<file path="config.mk">
export PLATFORM = sky130hd
export DESIGN_NAME = quad_encoder_gen_flat
export DESIGN_NICKNAME = d
export VERILOG_FILES = /design/src/rtl/quad_encoder_gen_pkg.sv /design/src/rtl/quad_encoder_gen_if.sv /design/src/rtl/quad_encoder_gen_tick_timer.sv /design/src/rtl/quad_encoder_gen.sv /design/src/flat_wrapper.sv
export SDC_FILE = /design/constraint.sdc
export NUM_CORES = 1
export LEC_CHECK = 0
export ABC_AREA = 1
export CAP_MARGIN = 20
export CELL_PAD_IN_SITES_DETAIL_PLACEMENT = 0
export CELL_PAD_IN_SITES_GLOBAL_PLACEMENT = 1
export CORE_AREA = 2 2 98 100
export CTS_CLUSTER_SIZE = 10
export DETAILED_ROUTE_END_ITERATION = 12
export DIE_AREA = 0 0 100 102
export PLACE_DENSITY_LB_ADDON = 0.1
export SLEW_MARGIN = 0
export SYNTH_ARGS = -nofsm -noshare
export SYNTH_HDL_FRONTEND = slang
export SYNTH_HIERARCHICAL = 1
export SYNTH_SLANG_ARGS = --single-unit
</file>
<file path="constraint.sdc">
create_clock -name clk -period 3.41 [get_ports clk]
set_input_delay 0.5115 -clock clk [delete_from_list [all_inputs] [get_ports clk]]
set_output_delay 0.5115 -clock clk [all_outputs]
set_load 0.05 [all_outputs]
</file>
<file path="src/rtl/quad_encoder_gen_pkg.sv">
// Shared types and constants for the quadrature encoder emulator.
// Phase index 0..3 maps to Gray-coded (A,B) so adjacent phases differ in one bit.
package quad_gen_pkg;

    typedef enum logic [1:0] {
        IDLE = 2'd0,
        RUN  = 2'd1,
        DONE = 2'd2
    } state_e;

    typedef logic [1:0] phase_t;

    localparam logic [1:0] AB_PH0 = 2'b00;
    localparam logic [1:0] AB_PH1 = 2'b10;
    localparam logic [1:0] AB_PH2 = 2'b11;
    localparam logic [1:0] AB_PH3 = 2'b01;

    // -1 on a 2-bit index is +3
    localparam phase_t STEP_CW  = 2'd1;
    localparam phase_t STEP_CCW = 2'd3;

    function automatic logic [1:0] phase_to_ab(input phase_t ph);
        case (ph)
            2'd0:    phase_to_ab = AB_PH0;
            2'd1:    phase_to_ab = AB_PH1;
            2'd2:    phase_to_ab = AB_PH2;
            default: phase_to_ab = AB_PH3;
        endcase
    endfunction

endpackage

</file>
<file path="src/rtl/quad_encoder_gen_if.sv">
// Move-command handshake between a command source and quad_encoder_gen.
interface quad_encoder_gen_if #(
    parameter int COUNT_WIDTH = 8,
    parameter int DIV_WIDTH   = 16
);
    logic                   cmd_valid;
    logic                   cmd_ready;
    logic [COUNT_WIDTH-1:0] cmd_steps;
    logic                   cmd_dir;
    logic [DIV_WIDTH-1:0]   cmd_period;

    modport master (output cmd_valid, cmd_steps, cmd_dir, cmd_period, input cmd_ready);
    modport slave  (input cmd_valid, cmd_steps, cmd_dir, cmd_period, output cmd_ready);
endinterface

</file>
<file path="src/rtl/quad_encoder_gen_tick_timer.sv">
// Loadable down-counter that pulses tick at zero and reloads the last loaded value.
module quad_tick_timer #(
    parameter int DIV_WIDTH = 16
) (
    input  logic                 clk,
    input  logic                 reset,
    input  logic                 load,
    input  logic [DIV_WIDTH-1:0] value,
    input  logic                 en,
    output logic                 tick
);
    logic [DIV_WIDTH-1:0] count;
    logic [DIV_WIDTH-1:0] reload;

    assign tick = en && (count == '0);

    always_ff @(posedge clk or posedge reset) begin
        if (reset) begin
            count  <= '0;
            reload <= '0;
        end else if (load) begin
            count  <= value;
            reload <= value;
        end else if (tick) begin
            count  <= reload;
        end else if (en) begin
            count  <= count - 1'b1;
        end
    end
endmodule

</file>
<file path="src/rtl/quad_encoder_gen.sv">
// Quadrature encoder emulator: emits a commanded number of Gray-code A/B steps
// at a fixed edge spacing, tracking a wrapping signed position.
module quad_encoder_gen
    import quad_gen_pkg::*;
#(
    parameter int COUNT_WIDTH = 8,
    parameter int DIV_WIDTH   = 16
) (
    input  logic                   clk,
    input  logic                   reset,
    quad_encoder_gen_if.slave      cmd,
    input  logic                   abort,
    output logic                   enc_a,
    output logic                   enc_b,
    output logic                   busy,
    output logic                   done,
    output logic [COUNT_WIDTH-1:0] position
);
    state_e                 state;
    phase_t                 phase;
    phase_t                 phase_nxt;
    logic                   dir;
    logic [COUNT_WIDTH-1:0] remaining;
    logic                   accept;
    logic                   tmr_en;
    logic                   tick;
    logic [DIV_WIDTH-1:0]   load_val;

    assign cmd.cmd_ready = (state == IDLE);
    assign busy          = (state != IDLE);
    assign accept        = (state == IDLE) && cmd.cmd_valid;
    // Period 0 behaves as 1, so the timer reload is max(period,1)-1.
    assign load_val      = (cmd.cmd_period == '0) ? '0 : cmd.cmd_period - 1'b1;
    // Abort gates the timer so a same-cycle expiry produces no transition.
    assign tmr_en        = (state == RUN) && !abort && (remaining != '0);
    assign phase_nxt     = phase + (dir ? STEP_CW : STEP_CCW);

    quad_tick_timer #(.DIV_WIDTH(DIV_WIDTH)) u_timer (
        .clk   (clk),
        .reset (reset),
        .load  (accept),
        .value (load_val),
        .en    (tmr_en),
        .tick  (tick)
    );

    always_ff @(posedge clk or posedge reset) begin
        if (reset) begin
            state     <= IDLE;
            phase     <= '0;
            dir       <= 1'b0;
            remaining <= '0;
            enc_a     <= 1'b0;
            enc_b     <= 1'b0;
            position  <= '0;
            done      <= 1'b0;
        end else begin
            done <= 1'b0;
            case (state)
                IDLE: begin
                    if (cmd.cmd_valid) begin
                        remaining <= cmd.cmd_steps;
                        dir       <= cmd.cmd_dir;
                        state     <= RUN;
                    end
                end
                RUN: begin
                    if (abort) begin
                        state <= IDLE;
                    end else if (remaining == '0) begin
                        // zero-step move: one RUN cycle, then the DONE pulse
                        state <= DONE;
                        done  <= 1'b1;
                    end else if (tick) begin
                        phase          <= phase_nxt;
                        {enc_a, enc_b} <= phase_to_ab(phase_nxt);
                        position       <= dir ? position + 1'b1 : position - 1'b1;
                        remaining      <= remaining - 1'b1;
                        if (remaining == COUNT_WIDTH'(1)) begin
                            state <= DONE;
                            done  <= 1'b1;
                        end
                    end
                end
                default: state <= IDLE;
            endcase
        end
    end
endmodule
</file>
<file path="src/flat_wrapper.sv">
// flat-port wrapper written by rule: the top's interface ports become plain ports
module quad_encoder_gen_flat import quad_gen_pkg::*;
#(
    parameter int COUNT_WIDTH = 8,
    parameter int DIV_WIDTH   = 16
)
  (clk, reset, abort, enc_a, enc_b, busy, done, position, cmd_cmd_valid, cmd_cmd_steps, cmd_cmd_dir, cmd_cmd_period, cmd_cmd_ready);
  quad_encoder_gen_if #(.COUNT_WIDTH(COUNT_WIDTH), .DIV_WIDTH(DIV_WIDTH)) cmd_i ();
  input  logic clk;
  input  logic reset;
  input  logic abort;
  output logic enc_a;
  output logic enc_b;
  output logic busy;
  output logic done;
  output logic [COUNT_WIDTH-1:0] position;
  input wire logic [$bits(cmd_i.cmd_valid)-1:0] cmd_cmd_valid;
  input wire logic [$bits(cmd_i.cmd_steps)-1:0] cmd_cmd_steps;
  input wire logic [$bits(cmd_i.cmd_dir)-1:0] cmd_cmd_dir;
  input wire logic [$bits(cmd_i.cmd_period)-1:0] cmd_cmd_period;
  output wire logic [$bits(cmd_i.cmd_ready)-1:0] cmd_cmd_ready;
  assign cmd_i.cmd_valid = cmd_cmd_valid;
  assign cmd_i.cmd_steps = cmd_cmd_steps;
  assign cmd_i.cmd_dir = cmd_cmd_dir;
  assign cmd_i.cmd_period = cmd_cmd_period;
  assign cmd_cmd_ready = cmd_i.cmd_ready;
  quad_encoder_gen #(.COUNT_WIDTH(COUNT_WIDTH), .DIV_WIDTH(DIV_WIDTH)) u_core (.clk(clk), .reset(reset), .cmd(cmd_i), .abort(abort), .enc_a(enc_a), .enc_b(enc_b), .busy(busy), .done(done), .position(position));
endmodule
</file>
* After elaboration in Yosys (flattened, before gate mapping)
Cells that the tools add are included.
Widths: inputs -> output; s select.
** Storage, ports and cells
- Logic and storage cells :: 69
- Bits in registers :: 56
- Input bits :: 29
- Output and inout port bits :: 13
** Operators by class
- $add $sub $neg :: 6
- Bitwise gates (word level) :: 2
- Multiplexer cells :: 23
- Reductions and logical operators :: 18
- Equality and inequality tests :: 10
** Operators with widths (number)
- $mux 16 :: 4
- $mux 8 :: 5
- $logic_not 16->1 :: 2
- $sub 16x1->16 const B :: 2
- $pmux 8 s2 :: 1
- $sub 8x1->8 const B :: 2
- $mux 2 :: 6
- $add 8x1->8 const B :: 1
- $eq 8x1->1 const B :: 1
- $logic_not 8->1 :: 1
- $reduce_bool 8->1 :: 1
- $ne 2x2->1 const B :: 3
- $pmux 2 s3 :: 1
- $mux 1 :: 5
- $reduce_and 5->1 :: 1
- $eq 2x1->1 const B :: 2
- $logic_and 1x1->1 :: 4
- $logic_not 2->1 :: 2
- $ne 4x3->1 const B :: 1
- $ne 4x4->1 const B :: 1
- $pmux 2 s2 :: 1
- $reduce_and 4->1 :: 1
- $reduce_bool 2->1 :: 2
- $reduce_and 3->1 :: 1
- other kinds (7) :: 8

* Logic depth before layout (Yosys ltp)
Gate-level depths: netlist of run 1.
- Depth after elaboration :: 8
- Depth in mapped cells :: 14
- Mapped depth without buffers :: 13

* By module
The synthesis of run 1 kept the hierarchy.
** By module, submodules not included
- quad_encoder_gen :: instances 1, area an instance 2040.7 um^2, seq. area each 600.6 um^2, cells an instance 308
- quad_tick_timer :: instances 1, area an instance 1914.3 um^2, seq. area each 800.8 um^2, cells an instance 265

* Worst setup path before layout of run 1
No wires, ideal clock.
- Path kind :: reg2reg
- Start point :: register u_core.state[1]
- End point :: register u_core.u_timer.reload[11]
- Required time :: 3293 ps
- Period minus slack after synthesis :: 2382 ps
- Cell stages (with the launch flop) :: 9
- Slack :: 1028 ps
- Arrival time :: 2265 ps
- Path buffers :: 2
- Setup time :: 117 ps
- Cell sequence :: dfrtp_1 nor2_1 nand2_1 inv_1 buf_2 clkinv_1 clkbuf_1 nand2_1 nand2_1
** On the way
- Cells in the longest elaborated chain, start to end :: 2
** Ends and longest elaborated chain
- from (decl) :: line quad_encoder_gen.sv:19 : state_e state;
- from (signal assigned) :: line quad_encoder_gen.sv:49 : state <= IDLE;
- from (signal assigned) :: line quad_encoder_gen.sv:64 : state <= RUN;
- from (signal assigned) :: line quad_encoder_gen.sv:69 : state <= IDLE;
- $logic_not 2->1
- named net cmd_cmd_ready :: line flat_wrapper.sv:21 : output wire logic [$bits(cmd_i.cmd_ready)-1:0] cmd_cmd_ready;
- $logic_and 1x1->1 :: line quad_encoder_gen.sv:31 : assign accept = (state == IDLE) && cmd.cmd_valid;
- named net u_core.accept :: line quad_encoder_gen.sv:24 : logic accept;
- to (signal assigned) :: line quad_encoder_gen_tick_timer.sv:23 : reload <= value;
- to (decl) :: line quad_encoder_gen_tick_timer.sv:13 : logic [DIV_WIDTH-1:0] reload;
The timed path passes the listed nets, and every way through them passes these cells.
A chain may end at the register's enable or synchronous reset.

* Worst setup path in the final report of run 1
- Start point :: register u_core.remaining[0]
- End point :: register u_core.remaining[2]
** On the way
- Cells in the longest elaborated chain, start to end :: 5
- Elaborated cells on any way between the ends :: 12
- Those cells by class :: add/sub: 1; eq/ne: 2; mux: 4; reduce/logical: 5
** Ends and longest elaborated chain
- from (decl) :: line quad_encoder_gen.sv:23 : logic [COUNT_WIDTH-1:0] remaining;
- from (signal assigned) :: line quad_encoder_gen.sv:62 : remaining <= cmd.cmd_steps;
- from (signal assigned) :: line quad_encoder_gen.sv:78 : remaining <= remaining - 1'b1;
- $reduce_bool 8->1 :: line quad_encoder_gen.sv:35 : assign tmr_en = (state == RUN) && !abort && (remaining != '0);
- $logic_and 1x1->1 :: line quad_encoder_gen.sv:35
- named net u_core.tmr_en :: line quad_encoder_gen.sv:25 : logic tmr_en;
- $logic_and 1x1->1 :: line quad_encoder_gen_tick_timer.sv:15 : assign tick = en && (count == '0);
- named net u_core.tick :: line quad_encoder_gen.sv:26 : logic tick;
- $ne 2x1->1 (no source line)
- $reduce_and 5->1 (no source line)
The timed path passes the listed nets, and every way through them passes these cells. The select of a mux whose other input is x is not followed.

==> results.sh, run 1 <==
export IMPL_io_pins=42
export IMPL_n_antenna_cell=0
export IMPL_htree_levels=2
export IMPL_worstPathMaxFanout=21
export IMPL_drv_cap=0
export IMPL_run_status="completed"
export IMPL_worst_pin_slew_ps=595
export IMPL_setup_violations=0
export IMPL_fin_crit_sh_pct=71.2
export IMPL_whs_path_depth=2
export IMPL_synthCells=573
export IMPL_path_cells="inv_1, ha_1, nand2_1, nor2_1, nor2_1, nand3_1, nor2_2, nand3_4, inv_1, nand3_4, nand2_2, nand2_1, o21ai_1"
export IMPL_portBuffers=41
export IMPL_antenna_found_initial=0
export IMPL_reg2reg_depth=13
export IMPL_overflow=0
export IMPL_place_hpwl_um=7300
export IMPL_fin_skew_ps=6.05
export IMPL_leakagePower_nw=2.32
export IMPL_slew_headroom_pct=60.1
export IMPL_synthToLayoutAreaGrowth_pct=16.7
export IMPL_die_area_sq_mm=0.0102
export IMPL_hold_path_startpoint="u_core/u_timer/reload[10]"
export IMPL_ctsHoldBuffers=0
export IMPL_gp_congestion=0.873
export IMPL_nets=657
export IMPL_routed_wl_um=9490
export IMPL_min_path_type="reg2reg"
export IMPL_final_fill_count=950
export IMPL_hold_end="u_core/u_timer/reload[10]"
export IMPL_path_clk_slew_ps=100
export IMPL_synth_cell_types=39
export IMPL_slew_violations=0
export IMPL_clock_latency_ps=310
export IMPL_synth_top_flop_cell="dfrtp_1"
export IMPL_grt_pass1_vias=3554
export IMPL_row_count=35
export IMPL_path_buf_inv=2
export IMPL_drt_iter0_drc=144
export IMPL_drc=0
export IMPL_postSynthAreaPerCell_sq_um=6.90
export IMPL_slowest_stage="dfrtp_1"
export IMPL_initial_core_util_pct=43.4
export IMPL_synth_nets=614
export IMPL_core_area_sq_mm=0.00911
export IMPL_vdd_ir_drop_max_uv=338
export IMPL_worstSetupPathType="reg2reg"
export IMPL_setup_worst_path_start_class="register"
export IMPL_die_x_um=100
export IMPL_post_cts_setup_buffer_count=0
export IMPL_grt_pass1_wl_um=16400
export IMPL_p_per_area_mw_per_mm2=642
export IMPL_timing_fmax_mhz=412
export IMPL_cts_buffers=5
export IMPL_r2r_start="u_core/remaining[0]"
export IMPL_cts_sinks=56
export IMPL_netlist_area_sq_mm=0.00396
export IMPL_tns_ps=0
export IMPL_ys_warn_count=6
export IMPL_num_vias=3609
export IMPL_cp_arrival_ps=2670
export IMPL_grt_max_degree=33
export IMPL_seq_area_frac_synth_pct=35.4
export IMPL_postSynth_asyncResetShare_pct=100
export IMPL_dr_pass1_iters=4
export IMPL_cp_top_family="simple AND/OR/NAND/NOR gates"
export IMPL_critPathMaxStageDelay_ps=420
export IMPL_ys_ff_latch=56
export IMPL_grt_usage_pct=20.1
export IMPL_rsz0062_at_grt="no"
export IMPL_cp_required_ps=3650
export IMPL_cts_max_path_buffers=2
export IMPL_hold_slack_ps=480
export IMPL_drtAntennaViolNets=0
export IMPL_cts_tree="done"
export IMPL_die_h_um=102
export IMPL_cts_root_buf="clkbuf_8"
export IMPL_worst_setup_path_end_kind="register"
export IMPL_min_period_ps=2430
export IMPL_reg2reg_to="u_core/remaining[2]"
export IMPL_final_hold_viol_count=0
export IMPL_mostFrequentLayoutCell="nand2_1"
export IMPL_synth_edf_count=0
export IMPL_post_drt_wl_per_cell_um=13.0
export IMPL_layout_drive_gt1_share_pct=7.78
export IMPL_reg2reg_slack_ps=980
export IMPL_viasPerCell=4.96
export IMPL_layout_common_cells="192 x nand2_1, 74 x nor2_1, 57 x inv_1, 56 x dfrtp_1"
export IMPL_cts_resized=0
## power by group
part           total [W]  internal [W]  switching, W
Clock           0.000479      0.000260      0.000219
Combinational    0.00140      0.000508      0.000890
Sequential       0.00109      0.000880      0.000207
## tightest hold or removal path, delay by kind of cell (launching register included)
family | cells | cell delay, ps
flip-flops | 1 | 340
AND/OR/NAND/NOR | 2 | 120
## how the worst max path moves through the flow
stage,from,end,slack (ps),cells after the start
floorplan,u_core/state[1],u_core/u_timer/reload[11],1030,8
global route,u_core/remaining[0],u_core/remaining[2],680,13
detailed placement,abort,u_core/remaining[2],720,12
finish,u_core/remaining[0],u_core/remaining[2],980,13
global placement,abort,u_core/remaining[4],740,12
CTS,u_core/remaining[0],u_core/remaining[2],920,13
## stage by stage
| step | setup slack, ps | total power (W) | instance area (sq um) | std cells | util (%) |
|---|---|---|---|---|---|
| after floorplan | 1030 | 0.00213 | 3960 | 573 | - |
| after global placement | 744 | 0.00249 | 4460 | 719 | 49.0 |
| after detailed placement | 723 | 0.00250 | 4460 | 719 | 49.0 |
| after CTS | 921 | 0.00300 | 4590 | 727 | 50.4 |
| after global routing | 681 | 0.00325 | 4610 | 728 | 50.7 |
| final | 983 | 0.00296 | 4610 | 728 | 50.7 |
## flip-flops by register name (all words and copies together), names as in the netlist
signal                 count
u_core/dir                 1
u_core/done                1
u_core/enc_a               1
u_core/enc_b               1
u_core/phase               2
u_core/position            8
u_core/remaining           8
u_core/state               2
u_core/u_timer/count      16
u_core/u_timer/reload     16
## synthesized netlist by cell type, types with 4 or more instances
cell type,instances,share of area (%)
nand2_1,192,18
nor2_1,74,7.0
inv_1,57,5.4
dfrtp_1,56,35
nand3_1,41,5.2
o21ai_0,24,3.0
xor2_1,12,2.7
ha_1,11,3.5
a21oi_1,10,1.3
nor2_2,10,1.6
o21ai_1,10,1.3
a21boi_0,9,1.7
xnor2_1,8,1.8
buf_6,5,1.4
nand4_1,5,0.79
nor2_4,5,1.4
nand2_2,4,0.63
## cell type report
| type | count | area, sq um | share of cell area, % |
|---|---|---|---|
| clock buffer | 7 | 96.3 | 2.09 |
| clock inverter | 1 | 30.0 | 0.651 |
| inverter | 64 | 244 | 5.29 |
| multi-input combinational | 442 | 2230 | 48.3 |
| sequential | 56 | 1400 | 30.4 |
| tap | 111 | 139 | 3.01 |
| timing repair buffer | 47 | 475 | 10.3 |
## layer usage
metal  GRT usage (%)  vias up  routed length (um)
li1                -     1887                   -
met1            25.1     1659                4390
met2            36.9       49                4700
met3            2.53       14                 218
met4            5.48        0                 179
met5               0        -                   0
## cells by family (layout without fill, tap and decap cells)
kind of cell / Yosys count / count (layout) / share of synthesized area (%)
buf+inv: 75 / 119 / 8.23
flops: 56 / 56 / 35.4
fa+ha+maj: 12 / 12 / 3.99
xor+xnor: 20 / 20 / 4.43
compound gates: 61 / 61 / 8.86
simple gates: 349 / 349 / 39.1
No activity file was read; power rests on OpenSTA's default activity.
==> run 2: changes to the inputs <==
Settings changed: CORE_AREA 2 2 98 100 to 2 2 102 104, DIE_AREA 0 0 100 102 to 0 0 104 106.
Clock period 3.41 ns to 2.5 ns, I/O delays scaled along.
==> results.sh, run 2 (synthesis gave the netlist of run 1 again) <==
export IMPL_run_status="completed"
export IMPL_cts_tree="done"
export IMPL_cts_max_path_buffers=2
export IMPL_cts_root_buf="clkbuf_8"
export IMPL_slew_violations=0
export IMPL_core_area_sq_mm=0.0100
export IMPL_post_cts_setup_buffer_count=0
export IMPL_viasPerCell=4.82
export IMPL_grt_pass1_wl_um=16500
export IMPL_leakagePower_nw=2.32
export IMPL_io_pins=42
export IMPL_ctsHoldBuffers=0
export IMPL_antenna_found_initial=0
export IMPL_rsz0062_at_grt="no"
export IMPL_worst_pin_slew_ps=499
export IMPL_overflow=0
export IMPL_fin_skew_ps=13.2
export IMPL_final_hold_viol_count=0
export IMPL_grt_usage_pct=18.3
export IMPL_timing_fmax_mhz=466
export IMPL_cp_required_ps=2120
export IMPL_cts_sinks=56
export IMPL_nets=662
export IMPL_setup_violations=0
export IMPL_drtAntennaViolNets=0
export IMPL_die_h_um=106
export IMPL_routed_wl_um=9650
export IMPL_min_period_ps=2150
export IMPL_setup_worst_path_start_class="register"
export IMPL_worst_setup_path_end_kind="output port"
export IMPL_row_count=37
export IMPL_initial_core_util_pct=39.6
export IMPL_layout_common_cells="192 x nand2_1, 74 x nor2_1, 57 x inv_1, 56 x dfrtp_1"
export IMPL_p_per_area_mw_per_mm2=851
export IMPL_final_fill_count=1086
export IMPL_gp_congestion=0.826
export IMPL_reg_top3="u_core/u_timer/count (16), u_core/u_timer/reload (16)"
export IMPL_preCtsSetupSlack_ps=196
export IMPL_n_antenna_cell=0
export IMPL_cp_arrival_ps=1770
export IMPL_fin_ws_ps=354
export IMPL_layout_drive_gt1_share_pct=8.52
export IMPL_drt_iter0_drc=113
export IMPL_worstPathMaxFanout=3
export IMPL_slew_headroom_pct=66.6
export IMPL_path_clk_slew_ps=110
export IMPL_grt_pass1_vias=3575
export IMPL_htree_levels=2
export IMPL_drc=0
export IMPL_die_area_sq_mm=0.0110
export IMPL_mostFrequentLayoutCell="nand2_1"
export IMPL_worstSetupPathType="reg2out"
export IMPL_vdd_ir_drop_max_uv=436
export IMPL_synthToLayoutAreaGrowth_pct=17.0
export IMPL_num_vias=3650
export IMPL_tns_ps=0
export IMPL_dr_pass1_iters=4
export IMPL_fin_crit_sh_pct=85.9
export IMPL_reg2reg_slack_ps=400
export IMPL_drv_cap=0
export IMPL_total_power_w=0.00394
export IMPL_cts_resized=0
export IMPL_post_drt_wl_per_cell_um=12.7
export IMPL_place_hpwl_um=7500
export IMPL_clock_latency_ps=330
export IMPL_min_path_type="in2async"
export IMPL_portBuffers=41
export IMPL_die_x_um=104
export IMPL_cts_buffers=5
export IMPL_grt_max_degree=33
## run 2: power breakdown
| group | internal [W] | total (W) | switching [W] |
|---|---|---|---|
| registers | 0.00120 | 0.00149 | 0.000293 |
| clock network | 0.000202 | 0.000530 | 0.000328 |
| logic | 0.000703 | 0.00192 | 0.00121 |
| total | 0.00211 | 0.00394 | 0.00184 |
## run 2: through the flow
step	util [%]	cell area [sq um]	instances	hold slack, ps
floorplan	-	3960	573	390
global placement	45.4	4540	750	455
detailed placement	45.4	4540	750	455
CTS	46.3	4630	758	357
global route	46.3	4630	758	376
finish	46.3	4630	758	349
## run 2: path summary, 6_finish.rpt
path	endpoint	cells after the start	from
setup reg to reg	u_core/remaining[1]	13	u_core/remaining[0]
hold reg to reg	u_core/u_timer/reload[15]	2	u_core/u_timer/reload[15]
setup / recovery	cmd_cmd_ready	2	u_core/state[1]
hold / removal	u_core/remaining[6]	2	reset
min in group clk	u_core/u_timer/reload[15]	2	u_core/u_timer/reload[15]
max in group asynchronous	u_core/position[3]	3	reset
## run 2: worst max-delay path, cell delays in order (launching register included)
cell	delay [ps]
dfrtp_1	430
nor2_1	190
clkdlybuf4s50_1	830
## run 2: cell type report
| type | count | area (sq um) | share of cell area, % |
|---|---|---|---|
| clock buffers | 5 | 68.8 | 1.49 |
| clock inverters | 3 | 22.5 | 0.487 |
| inverters | 64 | 244 | 5.27 |
| multi-input cells | 442 | 2230 | 48.1 |
| flip-flops and latches | 56 | 1400 | 30.3 |
| well taps | 136 | 170 | 3.68 |
| repair buffers | 52 | 493 | 10.7 |
## run 2: metal layers
layer | vias up | GRT usage (%) | wire length (um)
met1 | 1695 | 22.3 | 4420
met2 | 45 | 33.1 | 4780
met4 | 0 | 6.27 | 177
met5 | - | 0 | 0
met3 | 13 | 2.82 | 265
li1 | 1897 | - | -
